`src/rtl/led_pkg.sv`:
```
`default_nettype none
// +------------------------------------------------------------------------+
// | Package    : led_pkg                                                   |
// | Purpose    : Shared types and constants for the LED pattern generator. |
// |              led_mode_t encodes the per-channel operating mode as it   |
// |              appears on the 2-bit cfg_mode write field.                |
// | Revision   : 1.0 - initial multi-channel release                       |
// +------------------------------------------------------------------------+
package led_pkg;

  typedef enum logic [1:0] {
    LED_OFF     = 2'd0,
    LED_ON      = 2'd1,
    LED_BLINK   = 2'd2,
    LED_BREATHE = 2'd3
  } led_mode_t;

  // Channel 0 comes out of reset blinking, like the single-LED blinker it
  // replaces: a half-period of TICK_HZ/4 ticks gives a ~2 Hz full cycle.
  localparam led_mode_t LED_CH0_RST_MODE = LED_BLINK;
  localparam int        LED_CH0_RST_DIV  = 4;

endpackage
`default_nettype wire

```
`src/rtl/led_channel.sv`:
```
`default_nettype none
// +------------------------------------------------------------------------+
// | Module     : led_channel                                               |
// | Purpose    : One LED channel: mode/period/phase state and registered   |
// |              output. Timing is counted in prescaler ticks.             |
// | Macro      : LED_BREATHE_EN - adds duty/direction state and the PWM    |
// |              compare; without it mode 3 behaves as BLINK.              |
// | Ports      : clk_i, rst_i (async, active-high)                         |
// |              tick_i      - shared prescaler pulse                      |
// |              pwm_cnt_i   - shared PWM counter (breathe builds only)    |
// |              wr_en_i     - decoded write strobe for this channel       |
// |              wr_mode_i   - mode to load                                |
// |              wr_period_i - period to load, in ticks                    |
// |              led_o       - registered LED drive                        |
// | Revision   : 1.0 - initial multi-channel release                       |
// +------------------------------------------------------------------------+
module led_channel
  import led_pkg::*;
#(
`ifdef LED_BREATHE_EN
  parameter int        PWM_W      = 8,
`endif
  parameter int        PERIOD_W   = 10,
  parameter led_mode_t RST_MODE   = LED_OFF,
  parameter int        RST_PERIOD = 0
) (
  input  logic                clk_i,
  input  logic                rst_i,
  input  logic                tick_i,
`ifdef LED_BREATHE_EN
  input  logic [PWM_W-1:0]    pwm_cnt_i,
`endif
  input  logic                wr_en_i,
  input  led_mode_t           wr_mode_i,
  input  logic [PERIOD_W-1:0] wr_period_i,
  output logic                led_o
);

  led_mode_t           mode_q,   mode_d;
  logic [PERIOD_W-1:0] period_q, period_d;
  logic [PERIOD_W-1:0] phase_q,  phase_d;
  logic                out_q,    out_d;
  logic                led_q,    led_d;
  logic [PERIOD_W-1:0] last_phase;
  logic                wrap;
`ifdef LED_BREATHE_EN
  logic [PWM_W-1:0]    duty_q,   duty_d;
  logic                down_q,   down_d;
`endif

  // A period of 0 is treated as 1, so the last phase is 0 in both cases.
  assign last_phase = (period_q == '0) ? '0 : period_q - PERIOD_W'(1);
  assign wrap       = (phase_q == last_phase);

  always_comb begin
    mode_d   = mode_q;
    period_d = period_q;
    phase_d  = phase_q;
    out_d    = out_q;
`ifdef LED_BREATHE_EN
    duty_d   = duty_q;
    down_d   = down_q;
`endif
    if (wr_en_i) begin
      // A write on a tick cycle wins: the tick is dropped for this channel.
      mode_d   = wr_mode_i;
      period_d = wr_period_i;
      phase_d  = '0;
      out_d    = 1'b0;
`ifdef LED_BREATHE_EN
      duty_d   = '0;
      down_d   = 1'b0;
`endif
    end else if (mode_q == LED_OFF || mode_q == LED_ON) begin
      phase_d = '0;
    end else if (tick_i) begin
      if (wrap) begin
        phase_d = '0;
`ifdef LED_BREATHE_EN
        if (mode_q == LED_BREATHE) begin
          // The extreme value is held for one step while direction flips.
          if (!down_q) begin
            if (duty_q == '1) down_d = 1'b1;
            else              duty_d = duty_q + PWM_W'(1);
          end else begin
            if (duty_q == '0) down_d = 1'b0;
            else              duty_d = duty_q - PWM_W'(1);
          end
        end else begin
          out_d = ~out_q;
        end
`else
        out_d = ~out_q;
`endif
      end else begin
        phase_d = phase_q + PERIOD_W'(1);
      end
    end
  end

  // The LED register follows the current state, so it lags the state
  // update that causes it by one cycle.
  always_comb begin
    led_d = 1'b0;
    case (mode_q)
      LED_OFF:     led_d = 1'b0;
      LED_ON:      led_d = 1'b1;
      LED_BLINK:   led_d = out_q;
`ifdef LED_BREATHE_EN
      LED_BREATHE: led_d = (pwm_cnt_i < duty_q);
`else
      LED_BREATHE: led_d = out_q;
`endif
      default:     led_d = 1'b0;
    endcase
  end

  always_ff @(posedge clk_i or posedge rst_i) begin
    if (rst_i) begin
      mode_q   <= RST_MODE;
      period_q <= PERIOD_W'(RST_PERIOD);
      phase_q  <= '0;
      out_q    <= 1'b0;
      led_q    <= 1'b0;
`ifdef LED_BREATHE_EN
      duty_q   <= '0;
      down_q   <= 1'b0;
`endif
    end else begin
      mode_q   <= mode_d;
      period_q <= period_d;
      phase_q  <= phase_d;
      out_q    <= out_d;
      led_q    <= led_d;
`ifdef LED_BREATHE_EN
      duty_q   <= duty_d;
      down_q   <= down_d;
`endif
    end
  end

  assign led_o = led_q;

endmodule
`default_nettype wire

```
`src/rtl/led_pattern_gen.sv`:
```
`default_nettype none
// +------------------------------------------------------------------------+
// | Module     : led_pattern_gen                                           |
// | Purpose    : Multi-channel LED pattern generator. Shared tick          |
// |              prescaler, optional shared PWM counter, write decode and  |
// |              NUM_LEDS led_channel instances.                           |
// | Macro      : LED_BREATHE_EN - enables the BREATHE mode hardware.       |
// | Ports      : clk_16mhz  - system clock                                 |
// |              rst        - async active-high reset (~pll_locked)        |
// |              cfg_valid/cfg_ready - write handshake                     |
// |              cfg_chan, cfg_mode, cfg_period - write payload            |
// |              tick       - one-cycle prescaler pulse                    |
// |              leds       - registered LED drive, active-high            |
// | Revision   : 1.0 - initial multi-channel release                       |
// +------------------------------------------------------------------------+
module led_pattern_gen
  import led_pkg::*;
#(
  parameter int NUM_LEDS = 4,
  parameter int CLK_HZ   = 16_000_000,
  parameter int TICK_HZ  = 1000,
  parameter int PERIOD_W = 10,
  parameter int PWM_W    = 8
) (
  input  logic                                            clk_16mhz,
  input  logic                                            rst,
  input  logic                                            cfg_valid,
  output logic                                            cfg_ready,
  input  logic [((NUM_LEDS > 1) ? $clog2(NUM_LEDS) : 1)-1:0] cfg_chan,
  input  logic [1:0]                                      cfg_mode,
  input  logic [PERIOD_W-1:0]                             cfg_period,
  output logic                                            tick,
  output logic [NUM_LEDS-1:0]                             leds
);

  localparam int             CHAN_W   = (NUM_LEDS > 1) ? $clog2(NUM_LEDS) : 1;
  localparam int             DIV      = CLK_HZ / TICK_HZ;
  localparam int             CNT_W    = (DIV > 1) ? $clog2(DIV) : 1;
  localparam logic [CNT_W-1:0] CNT_LAST = CNT_W'(DIV - 1);

  if (NUM_LEDS < 1 || NUM_LEDS > 16 || TICK_HZ < 1 || (CLK_HZ % TICK_HZ) != 0 ||
      PERIOD_W < 1 || PWM_W < 1) begin : g_param_check
    $error("led_pattern_gen: illegal parameter combination");
  end

  logic             ready_q;
  logic [CNT_W-1:0] cnt_q, cnt_d;
  logic             cnt_last;
  logic             accept;
  led_mode_t        cfg_mode_e;

  assign cnt_last = (cnt_q == CNT_LAST);
  assign cnt_d    = cnt_last ? '0 : cnt_q + CNT_W'(1);

  // Gating with ready keeps tick low in reset even when DIV is 1.
  assign tick       = ready_q & cnt_last;
  assign cfg_ready  = ready_q;
  assign accept     = cfg_valid & ready_q;
  assign cfg_mode_e = led_mode_t'(cfg_mode);

  always_ff @(posedge clk_16mhz or posedge rst) begin
    if (rst) begin
      ready_q <= 1'b0;
      cnt_q   <= '0;
    end else begin
      ready_q <= 1'b1;
      cnt_q   <= cnt_d;
    end
  end

`ifdef LED_BREATHE_EN
  logic [PWM_W-1:0] pwm_cnt_q;

  always_ff @(posedge clk_16mhz or posedge rst) begin
    if (rst) pwm_cnt_q <= '0;
    else     pwm_cnt_q <= pwm_cnt_q + PWM_W'(1);
  end
`endif

  // Writes to channel numbers >= NUM_LEDS match no instance and are dropped.
  for (genvar i = 0; i < NUM_LEDS; i++) begin : g_chan
    logic wr_en;
    assign wr_en = accept && (cfg_chan == CHAN_W'(i));

    led_channel #(
`ifdef LED_BREATHE_EN
      .PWM_W      (PWM_W),
`endif
      .PERIOD_W   (PERIOD_W),
      .RST_MODE   ((i == 0) ? LED_CH0_RST_MODE : LED_OFF),
      .RST_PERIOD ((i == 0) ? (TICK_HZ / LED_CH0_RST_DIV) : 0)
    ) u_chan (
      .clk_i       (clk_16mhz),
      .rst_i       (rst),
      .tick_i      (tick),
`ifdef LED_BREATHE_EN
      .pwm_cnt_i   (pwm_cnt_q),
`endif
      .wr_en_i     (wr_en),
      .wr_mode_i   (cfg_mode_e),
      .wr_period_i (cfg_period),
      .led_o       (leds[i])
    );
  end

endmodule
`default_nettype wire

```
`config.mk`:
```
export PLATFORM = sky130hd
export DESIGN_NAME = led_pattern_gen
export DESIGN_NICKNAME = d
export VERILOG_FILES = /design/src/rtl/led_pkg.sv /design/src/rtl/led_channel.sv /design/src/rtl/led_pattern_gen.sv
export SDC_FILE = /design/constraint.sdc
export NUM_CORES = 1
export LEC_CHECK = 0
export CAP_MARGIN = 20
export CORE_UTILIZATION = 35
export CTS_BUF_LIST = sky130_fd_sc_hd__clkbuf_2 sky130_fd_sc_hd__clkbuf_4 sky130_fd_sc_hd__clkbuf_8
export CTS_CLUSTER_DIAMETER = 120
export CTS_CLUSTER_SIZE = 40
export DETAILED_ROUTE_END_ITERATION = 16
export SKIP_CTS_REPAIR_TIMING = 1
export SYNTH_ARGS = -nofsm -noshare
export SYNTH_HDL_FRONTEND = slang
export SYNTH_SLANG_ARGS = --single-unit
```
`constraint.sdc`:
```
create_clock -name clk_16mhz -period 3.9 [get_ports clk_16mhz]
set_input_delay 1.17 -clock clk_16mhz [delete_from_list [all_inputs] [get_ports clk_16mhz]]
set_output_delay 1.17 -clock clk_16mhz [all_outputs]
set_load 0.01 [all_outputs]
```
Word level (Yosys, flattened, before mapping)
Index checks and enable logic that the tools add are counted.

Register bits: 111. Bits of input ports: 17. Output and inout port bits: 6. Word-level logic and storage cells: 139.

Add/sub/neg operators: 9. Equal/unequal tests: 24. Mux-type cells: 41. Bitwise logic cells: 6. Reduce and logical (&&, ||, !) cells: 37.

Operator list (count): $mux 10 (20); $add 10x1->10 const B (4); $eq 10x10->1 (4); $logic_not 10->1 (4); $sub 10x1->10 const B (4); $eq 2x2->1 const B (10); $mux 1 (16); $reduce_bool 2->1 (8); $add 14x1->14 const B (1); $eq 14x14->1 const B (1); $mux 14 (1); $pmux 1 s3 (4); $reduce_and 3->1 (4); $reduce_bool 3->1 (4); $eq 2x1->1 const B (5); $logic_not 2->1 (5); $ne 2x1->1 const B (4); $reduce_or 2->1 (4); $logic_and 1x1->1 (4); $logic_or 1x1->1 (4); $not 1->1 (4); $and 1x1->1 (2).

Depth between registers and ports, before layout
Gate-level depths: netlist of run 1.

Depth after elaboration: 7. Gate-level depth with buffers: 11. Depth with buffers taken out: 11.

Hierarchy
Synthesis of run 1 repeated with hierarchy kept, for this count alone.

Cell total of the unflattened synthesis: 790. Area total of the unflattened synthesis: 7524.7 um2.

By module, submodules not included: led_channel at g_chan[1].u_chan ... (times used 3, cells each 176, area each 1669.1 um2, seq. area each 600.6 um2); led_channel at g_chan[0].u_chan (times used 1, cells each 176, area each 1677.9 um2, seq. area each 609.3 um2); led_pattern_gen (times used 1, cells each 86, area each 839.6 um2, seq. area each 375.4 um2).

Worst setup path before layout of run 1
Ideal clock, no wire load.

Kind: input to register. From: input cfg_valid. To: register g_chan[0].u_chan.phase_q[4]. Setup time: 0.128 ns. Arrival time: 2.717 ns. Data required time: 3.772 ns. Setup slack: 1.055 ns. Stages: 8. Path buffers: 1. Cells stage by stage: nand2_1 -> nor3_1 -> nand2b_1 -> nor2_1 -> clkbuf_1 -> and2_1 -> a31oi_1 -> o31ai_1.

Word-level cells in the longest chain between the ends: 3. Elaborated cells between the ends (all ways): 4. Classes of those cells: 1 x mux; 1 x bitwise; 2 x reduce/logical.

Ends and longest elaborated chain: start, declared (line led_pattern_gen.sv:27) `input logic cfg_valid,`; $and 1x1->1 (*) (line led_pattern_gen.sv:58) `assign accept = cfg_valid & ready_q;`; $logic_and 1x1->1 (*) (line led_pattern_gen.sv:83) `assign wr_en = accept && (cfg_chan == CHAN_W'(i));`; $reduce_bool 3->1 (no source line) or $mux 10 (tied branches); end signal, assigned (line led_channel.sv:132) `phase_q <= phase_d;`; end, declared (line led_channel.sv:41) `logic [PERIOD_W-1:0] phase_q, phase_d;`.

Mark *: on every way between the ends. The rest lies on a longest branch, timed or not. A chain may end at the register's enable or synchronous reset.

Worst setup path in the final report of run 1
From: register cnt_q[0]. To: output tick.

Word-level cells in the longest chain between the ends: 2.

Ends and longest elaborated chain: start, declared (line led_pattern_gen.sv:47) `logic [CNT_W-1:0] cnt_q, cnt_d;`; start signal, assigned (line led_pattern_gen.sv:67) `cnt_q <= cnt_d;`; $eq 14x14->1 (line led_pattern_gen.sv:52) `assign cnt_last = (cnt_q == CNT_LAST);`; $and 1x1->1 (line led_pattern_gen.sv:56) `assign tick = ready_q & cnt_last;`; end, declared (line led_pattern_gen.sv:32) `output logic tick,`.

Every way passes these cells.

==> run summary, run 1 <==
After synthesis the cells add up to 6770 um2. Net switching is 33.3% of the power. Synthesis produced a netlist with a net count of 753. Detailed placement finished with a half-perimeter wire length of 11000 um. 23 I/O pins were placed. The count of mapped cells out of synthesis came out at 727.

The total count of hold-check failures in the final report was 0; the total of buffers placed on input and output ports was 22. From synthesis to final layout, the design area changed by 10.8%. The arrival time at the worst endpoint was 2.45 ns.

The number of rows created at floorplan is 50. For this run, the leading register cell type out of synthesis is dfrtp_1. In this run the worst hold path is classified as register to register. For the endpoint required time on the critical path, the log shows 2.73 ns. By startpoint and endpoint, the worst setup path is classified as register to output pin. After detailed routing, the total wire length is 15200 um. Of all cell types, the one taking the most synthesized area is dfrtp_1. Counting the fill cells in the layout gives 1898. Counting flops with an async set or reset pin after synthesis yields a share of 100%.

CTS built an H-tree with a depth of 3. The tools report the largest vdd supply drop as 0.000200 V. From bottom edge to top edge, the die measures 141 um. The total number of yosys warnings came out at 0. Buffer type at the clock tree root: clkbuf_8. Setup repair after global routing left no endpoint under its margin. Measured against its own limit, the worst slew margin works out to 56.3%. The top-area cell type share of the netlist area was 38.5%.

The run gives 7500 um2 as the cell area after layout. The routed length per instance was 15.0 um; the floorplan die width was 141 um. Summing all multi-input logic gate instances after layout gives 3730 um2. The startpoint of the worst-slack reg-to-reg timing path is g_chan[2].u_chan.period_q[0]. The run gives 23.5% as the clock share of power. The run gives 3.03 nW as the leakage power summed over all cells. For this configuration, the core starts out at a cell density of 35.9%.

The path with the worst hold slack has its endpoint at cnt_q[0]. The footprint of the flip-flops and latches is 2790 um2. The worst hold path begins at cnt_q[0]. For this design the total switching power over the nets is 0.954 mW.

The later pin in the worst-skew pair is clocked with a latency of 0.39 ns. Static timing analysis puts the maximum clock frequency at 277 MHz. In this run the remaining antenna-violating nets after routing total 0.

The count of flip-flops with a built-in enable after synthesis is 0. For the number of DRC markers after the initial detailed-route iteration, the log shows 278. The initial antenna violation count is 0. Across all register-to-register paths, the minimum setup slack is 0.67 ns.

The remaining routing DRC violations was 0; the vias per cell was 5.25. The repair_antennas step left the layout with diodes totalling 0. In this run the power density over the cells is 382 nW/um2. In this run, CTS created clock tree buffers numbering 9. The logs give 72 for the distinct cell type count after synthesis and 770 for the count of nets after finishing.

The clock passes through at most 2 buffers. The flip-flop and latch count after synthesis was 111. Share of layout cells above drive strength 1: 14.2%. TritonCTS built the clock tree.

At the pin with the least slew margin, the transition time is 0.652 ns. Sequential elements use 41.2% of the synthesized area. The first-pass iteration count of the detailed router is 5. Across every metal layer, demand over resource in global routing totals 16.0%. Dividing the final minimum period by the clock period gives 92.7%.

After synthesis, the cell types taking the most area are dfrtp_1 (38%), mux2_2 (8.0%), nor2_1 (3.4%), nand2_1 (3.1%), nand3_1 (3.0%). Critical path endpoint category: an output pin. In this run, the combinational gates consume 25.7% of the power. The clock-pin slew on the worst setup and hold paths was 0.11 ns.

Worst flop-to-flop path endpoint: g_chan[2].u_chan.phase_q[0]. The final weighted congestion in routability-driven placement was 0.810; the first-pass GRT wire length was 25200 um. The cell count of the worst hold path was 1. The setup TNS after final layout is 0 ns, and the register share of total power is 50.8%. The number of global-route vias before repair was 4954.

The largest clock skew in the final design was 0.0206 ns; the standard cell area after detailed placement was 7320 um2. The total area inside the core boundary comes to 18800 um2. The number of failing setup endpoints in the final timing report was 0; the via total after detailed routing was 5294.

The flow ran to the end, and the final reports show no timing, DRC or antenna violations. The worst-case reg-to-reg path depth was 10; the total congestion overflow after global routing was 0. The tools report the clock sink count as 111.

Entering global routing, the biggest net connects 65 pins. The internal power of the cells totals 1.91 mW. Across the run, the number of max-cap violations was 0. The run gives 0 as the max-slew violation total from the final report. The worst setup path is launched from a register. The final period demand of the worst path came out at 3.62 ns.

The die covers 19900 um2. Each instance of the synthesized netlist takes up on average 9.31 um2. Of all nets on the critical path, the largest fanout is 4.
synth_stat cells (all sizes together), types with 6 or more instances:
cell and n:
a21o 10, a21oi 20, a22oi 6, a31oi 11, and2 9, buf 8, clkbuf 22, dfrtp 104
dfstp 7, ha 9, inv 31, mux2 50, mux2i 11, nand2 57, nand2b 10, nand3 41
nand4 9, nor2 62, nor2b 10, nor3 32, nor4 10, o21a 6, o21ai 43, o31ai 9
or2 7, or3 12, or4 11, xnor2 23, xor2 22
logic make-up (layout without fill, tap and decap cells):
kind of cell    Yosys count  in the layout  synth area share (%)
flops                   111            111                  41.2
simple gates            300            300                  24.1
fa+ha+maj                 9              9                  1.66
compound gates          138            138                  13.2
other cells               1              1                0.0554
buf+inv                  61             82                  3.70
xor+xnor                 46             46                  6.16
mux                      61             61                  9.95
layout make-up:
type | count | share of cell area (%)
Inverter | 31 | 1.60
Sequential cell | 111 | 37.2
Clock buffer | 10 | 1.84
Multi-Input combinational cell | 555 | 49.8
Timing Repair Buffer | 36 | 4.67
Clock inverter | 5 | 0.567
Tap cell | 260 | 4.34
power by group through the flow:
stage	clock network [mW]	logic [mW]	registers, mW
detailed placement	0	0.740	1.47
floorplan	0	0.603	1.41
CTS	0.701	0.745	1.45
global placement	0	0.731	1.47
global route	0.738	0.825	1.48
finish	0.671	0.736	1.45
placed cells by master, fill, tap and decap left out, types with 12 or more instances in the layout:
| cell type | count |
|---|---|
| inv_1 | 30 |
| o21ai_1 | 13 |
| xor2_1 | 22 |
| a21oi_1 | 20 |
| dfrtp_1 | 104 |
| xnor2_1 | 23 |
| nand3_1 | 41 |
| buf_4 | 12 |
| or3_1 | 12 |
| nor2_1 | 61 |
| mux2_2 | 48 |
| o21ai_0 | 30 |
| nand2_1 | 56 |
| nor3_1 | 28 |
| clkdlybuf4s50_1 | 22 |
worst max-delay path by stage:
stage          slack (ns)         from                           to  cells after the start
2_1_floorplan        1.05    cfg_valid  g_chan[0].u_chan.phase_q[4]                      8
3_3_place_gp         0.69     cnt_q[0]                         tick                      7
3_5_place_dp         0.68  cfg_chan[0]  g_chan[2].u_chan.phase_q[9]                      9
4_1_cts              0.26     cnt_q[0]                         tick                      7
5_1_grt              0.08     cnt_q[0]                         tick                      7
6_report             0.28     cnt_q[0]                         tick                      7
sequential cells by signal (all words and copies together) (netlist names):
register / cells
g_chan.u_chan.phase_q: 40
cfg_ready: 1
g_chan.u_chan.period_q: 40
g_chan.u_chan.led_o: 4
g_chan.u_chan.mode_q: 8
g_chan.u_chan.out_q: 4
cnt_q: 14
worst max-delay path, cell delays in order, from the launching register on:
cell             delay [ns]
dfrtp_1                0.40
ha_1                   0.21
inv_1                  0.09
nor4_1                 0.44
and2_1                 0.21
nand2_1                0.07
inv_1                  0.10
clkdlybuf4s50_1        0.53
through the flow:
step                std cells  power, mW  util (%)  setup slack, ns  hold slack, ns
finish                   1008       2.86      39.8            0.284           0.492
global route             1008       3.04      39.8           0.0774           0.515
CTS                      1008       2.90      39.8            0.259           0.494
detailed placement        993       2.21      38.9            0.678           0.479
global placement          993       2.20      38.9            0.691           0.471
floorplan                 727       2.01         -             1.05           0.455
metal layers:
layer  GRT usage, %  vias up  wire (um)
met5              0        -          0
met4           4.46        0        167
met3           2.75       11        422
met2           25.6       67       6880
met1           22.4     2560       7700
li1               -     2656          -
Power figures use the tool's default switching activity.
==> run 2, diff against run 1 <==
Settings changed: DONT_BUFFER_PORTS set to 1.
==> run 2 against run 1 <==
Effect of this change:
- flip-flop and latch count is the same
- design area shrank 2.9%
- die area is the same
- non-clock buffer count shrank 24
- worst hold slack lost 0.0034 ns
- clock power grew 12%
- via count grew 0.28%
==> run summary, run 2 (synthesis results as in run 1) <==
The flow ran to the end, and the final reports show no timing, DRC or antenna violations. In the routed design, unresolved DRC markers number 0. In this run the deepest clock path goes through 2 buffers.

Measured against its own limit, the worst slew margin works out to 51.2%. The final layout contains 746 nets. For the half-perimeter wire length of the detailed placement result, the log shows 11200 um.

The logs give 305 for the number of DRC markers after the initial detailed-route iteration and 7280 um2 for the cell area after layout. The number of rows created at floorplan came out at 50. Before antenna repair, the detailed router went through 5 iterations. The logs give 3 for the H-tree level count and 19900 um2 for the full die area. Clock skew on the completed layout was measured at 0.0190 ns. In the global route stage, overall resource usage came out at 16.4%. The tools report the critical path endpoint category as an output pin. The run gives 5031 as the number of global-route vias before repair.

0 antenna diodes ended up in the layout. The path class of the tightest hold or removal check is register to register. Summed over all cells, the static leakage comes to 2.95 nW. The detail route stage leaves a number of antenna-violating nets equal to 0. Arrival time at the worst endpoint: 2.24 ns. Most common cell after layout, fill and taps aside: dfrtp_1.

Measured in cells, the most critical reg-to-reg path has a length of 10. In this run, CTS created clock tree buffers numbering 9. For the finished layout, the period the worst path requires is 3.41 ns.

At the pin with the least slew margin, the transition time is 0.713 ns. The floorplan die width came out at 141 um. TritonCTS built the clock tree. For the clock sink count, the log shows 111. In the final layout, the registers with the most flip-flops are g_chan.u_chan.period_q: 40 flops, g_chan.u_chan.phase_q: 40 flops, cnt_q: 14 flops. The final weighted congestion in routability-driven placement is 0.844, and the via total after detailed routing is 5309. In this run the clock root is driven by a clkbuf_8. The worst-skew pair later-pin latency came out at 0.39 ns.

The worst setup path is launched from a register. For the area of the core region, the log shows 18800 um2. Summed over all layers, the global routing overflow is 0. Setup repair after global routing left no endpoint under its margin. The largest net degree at the start of global routing is 49.

Setup violations remaining at the end of the flow were counted as 0. In this run the power density over the cells is 398 nW/um2. During I/O placement, the number of pins put on the boundary was 23.

The cell count of the worst hold path is 1, and the endpoint required time on the critical path is 2.73 ns. Summing all placed instances gives a cell area of 7070 um2. The initial antenna violation count came out at 0. The initial utilization of the core area, before any placement, comes to 35.9%. Across the run, the number of max-cap violations was 0. The area added between synthesis and finish is 7.60%. The worst setup path is of the register to output pin kind. Maximum fanout count along the critical path: 7. After detailed routing, the average wire length per cell comes to 15.6 um. Of the available clock period, the critical path in the final layout requires 87.5%. The total count of hold-check failures in the final report was 0; the total of buffers placed on input and output ports was 0. After routing, the total negative slack on setup checks comes to 0 ns. In the layout the commonest cells are dfrtp_1 (104), nor2_1 (61), nand2_1 (56), mux2_2 (48), nand3_1 (41). Clock-pin slew was measured on the worst setup and hold paths at 0.10 ns.

The final layout contains routed wiring with a total length of 15400 um. The first-pass GRT wire length was 25800 um; the floorplan die height was 141 um. Static timing analysis puts the maximum clock frequency at 293 MHz. The max-slew violation total from the final report was 0.

After detailed routing, the number of vias per cell comes to 5.39. The largest vdd supply drop came out at 0.000184 V. The post-route netlist has 14.5% of its cells at a drive strength greater than 1.
## run 2: cell type report
| type | instances | area (um2) |
|---|---|---|
| repair buffers | 12 | 103 |
| well taps | 260 | 325 |
| clock inverters | 5 | 66.3 |
| flip-flops and latches | 111 | 2790 |
| inverters | 31 | 120 |
| clock buffers | 11 | 145 |
| fillers | 1878 | 11500 |
| multi-input cells | 555 | 3730 |
## run 2: stage by stage
stage	cells	setup WS [ns]	hold WS (ns)	total power [mW]	util (%)
after floorplan	727	1.05	0.455	2.01	-
after global placement	969	0.798	0.476	2.15	37.5
after detailed placement	969	0.709	0.483	2.16	37.5
after CTS	985	0.462	0.497	2.93	38.7
after global routing	985	0.296	0.514	3.07	38.7
final	985	0.488	0.489	2.90	38.7
## run 2: worst paths after layout
kind | start | end | slack [ns]
min in group asynchronous | rst | cnt_q[7] | 0.75
setup reg to reg | g_chan[0].u_chan.period_q[0] | g_chan[0].u_chan.phase_q[4] | 0.64
hold / removal | cnt_q[0] | cnt_q[0] | 0.49
setup / recovery | cnt_q[0] | tick | 0.49
max in group asynchronous | rst | g_chan[1].u_chan.phase_q[6] | 2.40
hold reg to reg | cnt_q[0] | cnt_q[0] | 0.49
## run 2: where the power goes
part           internal, mW  switching (mW)  total, mW
logic                 0.335           0.348      0.683
registers              1.28           0.180       1.46
clock network         0.330           0.420      0.751
total                  1.95           0.948       2.90
## run 2: worst max-delay path, stage by stage (launching register included)
cell and delay [ns]:
dfrtp_1 0.40, ha_1 0.23, inv_1 0.10, nor4_1 0.47, and2_1 0.22, nand2_1 0.08
inv_1 0.36
## run 2: per-layer routing
metal	wire length [um]	global-route usage, %
met4	151	4.06
met3	721	4.48
met1	7470	22.3
met2	7040	26.0
met5	0	0
==> run 3, diff against run 2 <==
Settings changed: CTS_CLUSTER_SIZE 40 to unset, SKIP_LAST_GASP set to 1.
==> results of run 3 <==
No change in the layout: final DEF, timing and power equal those of run 2.
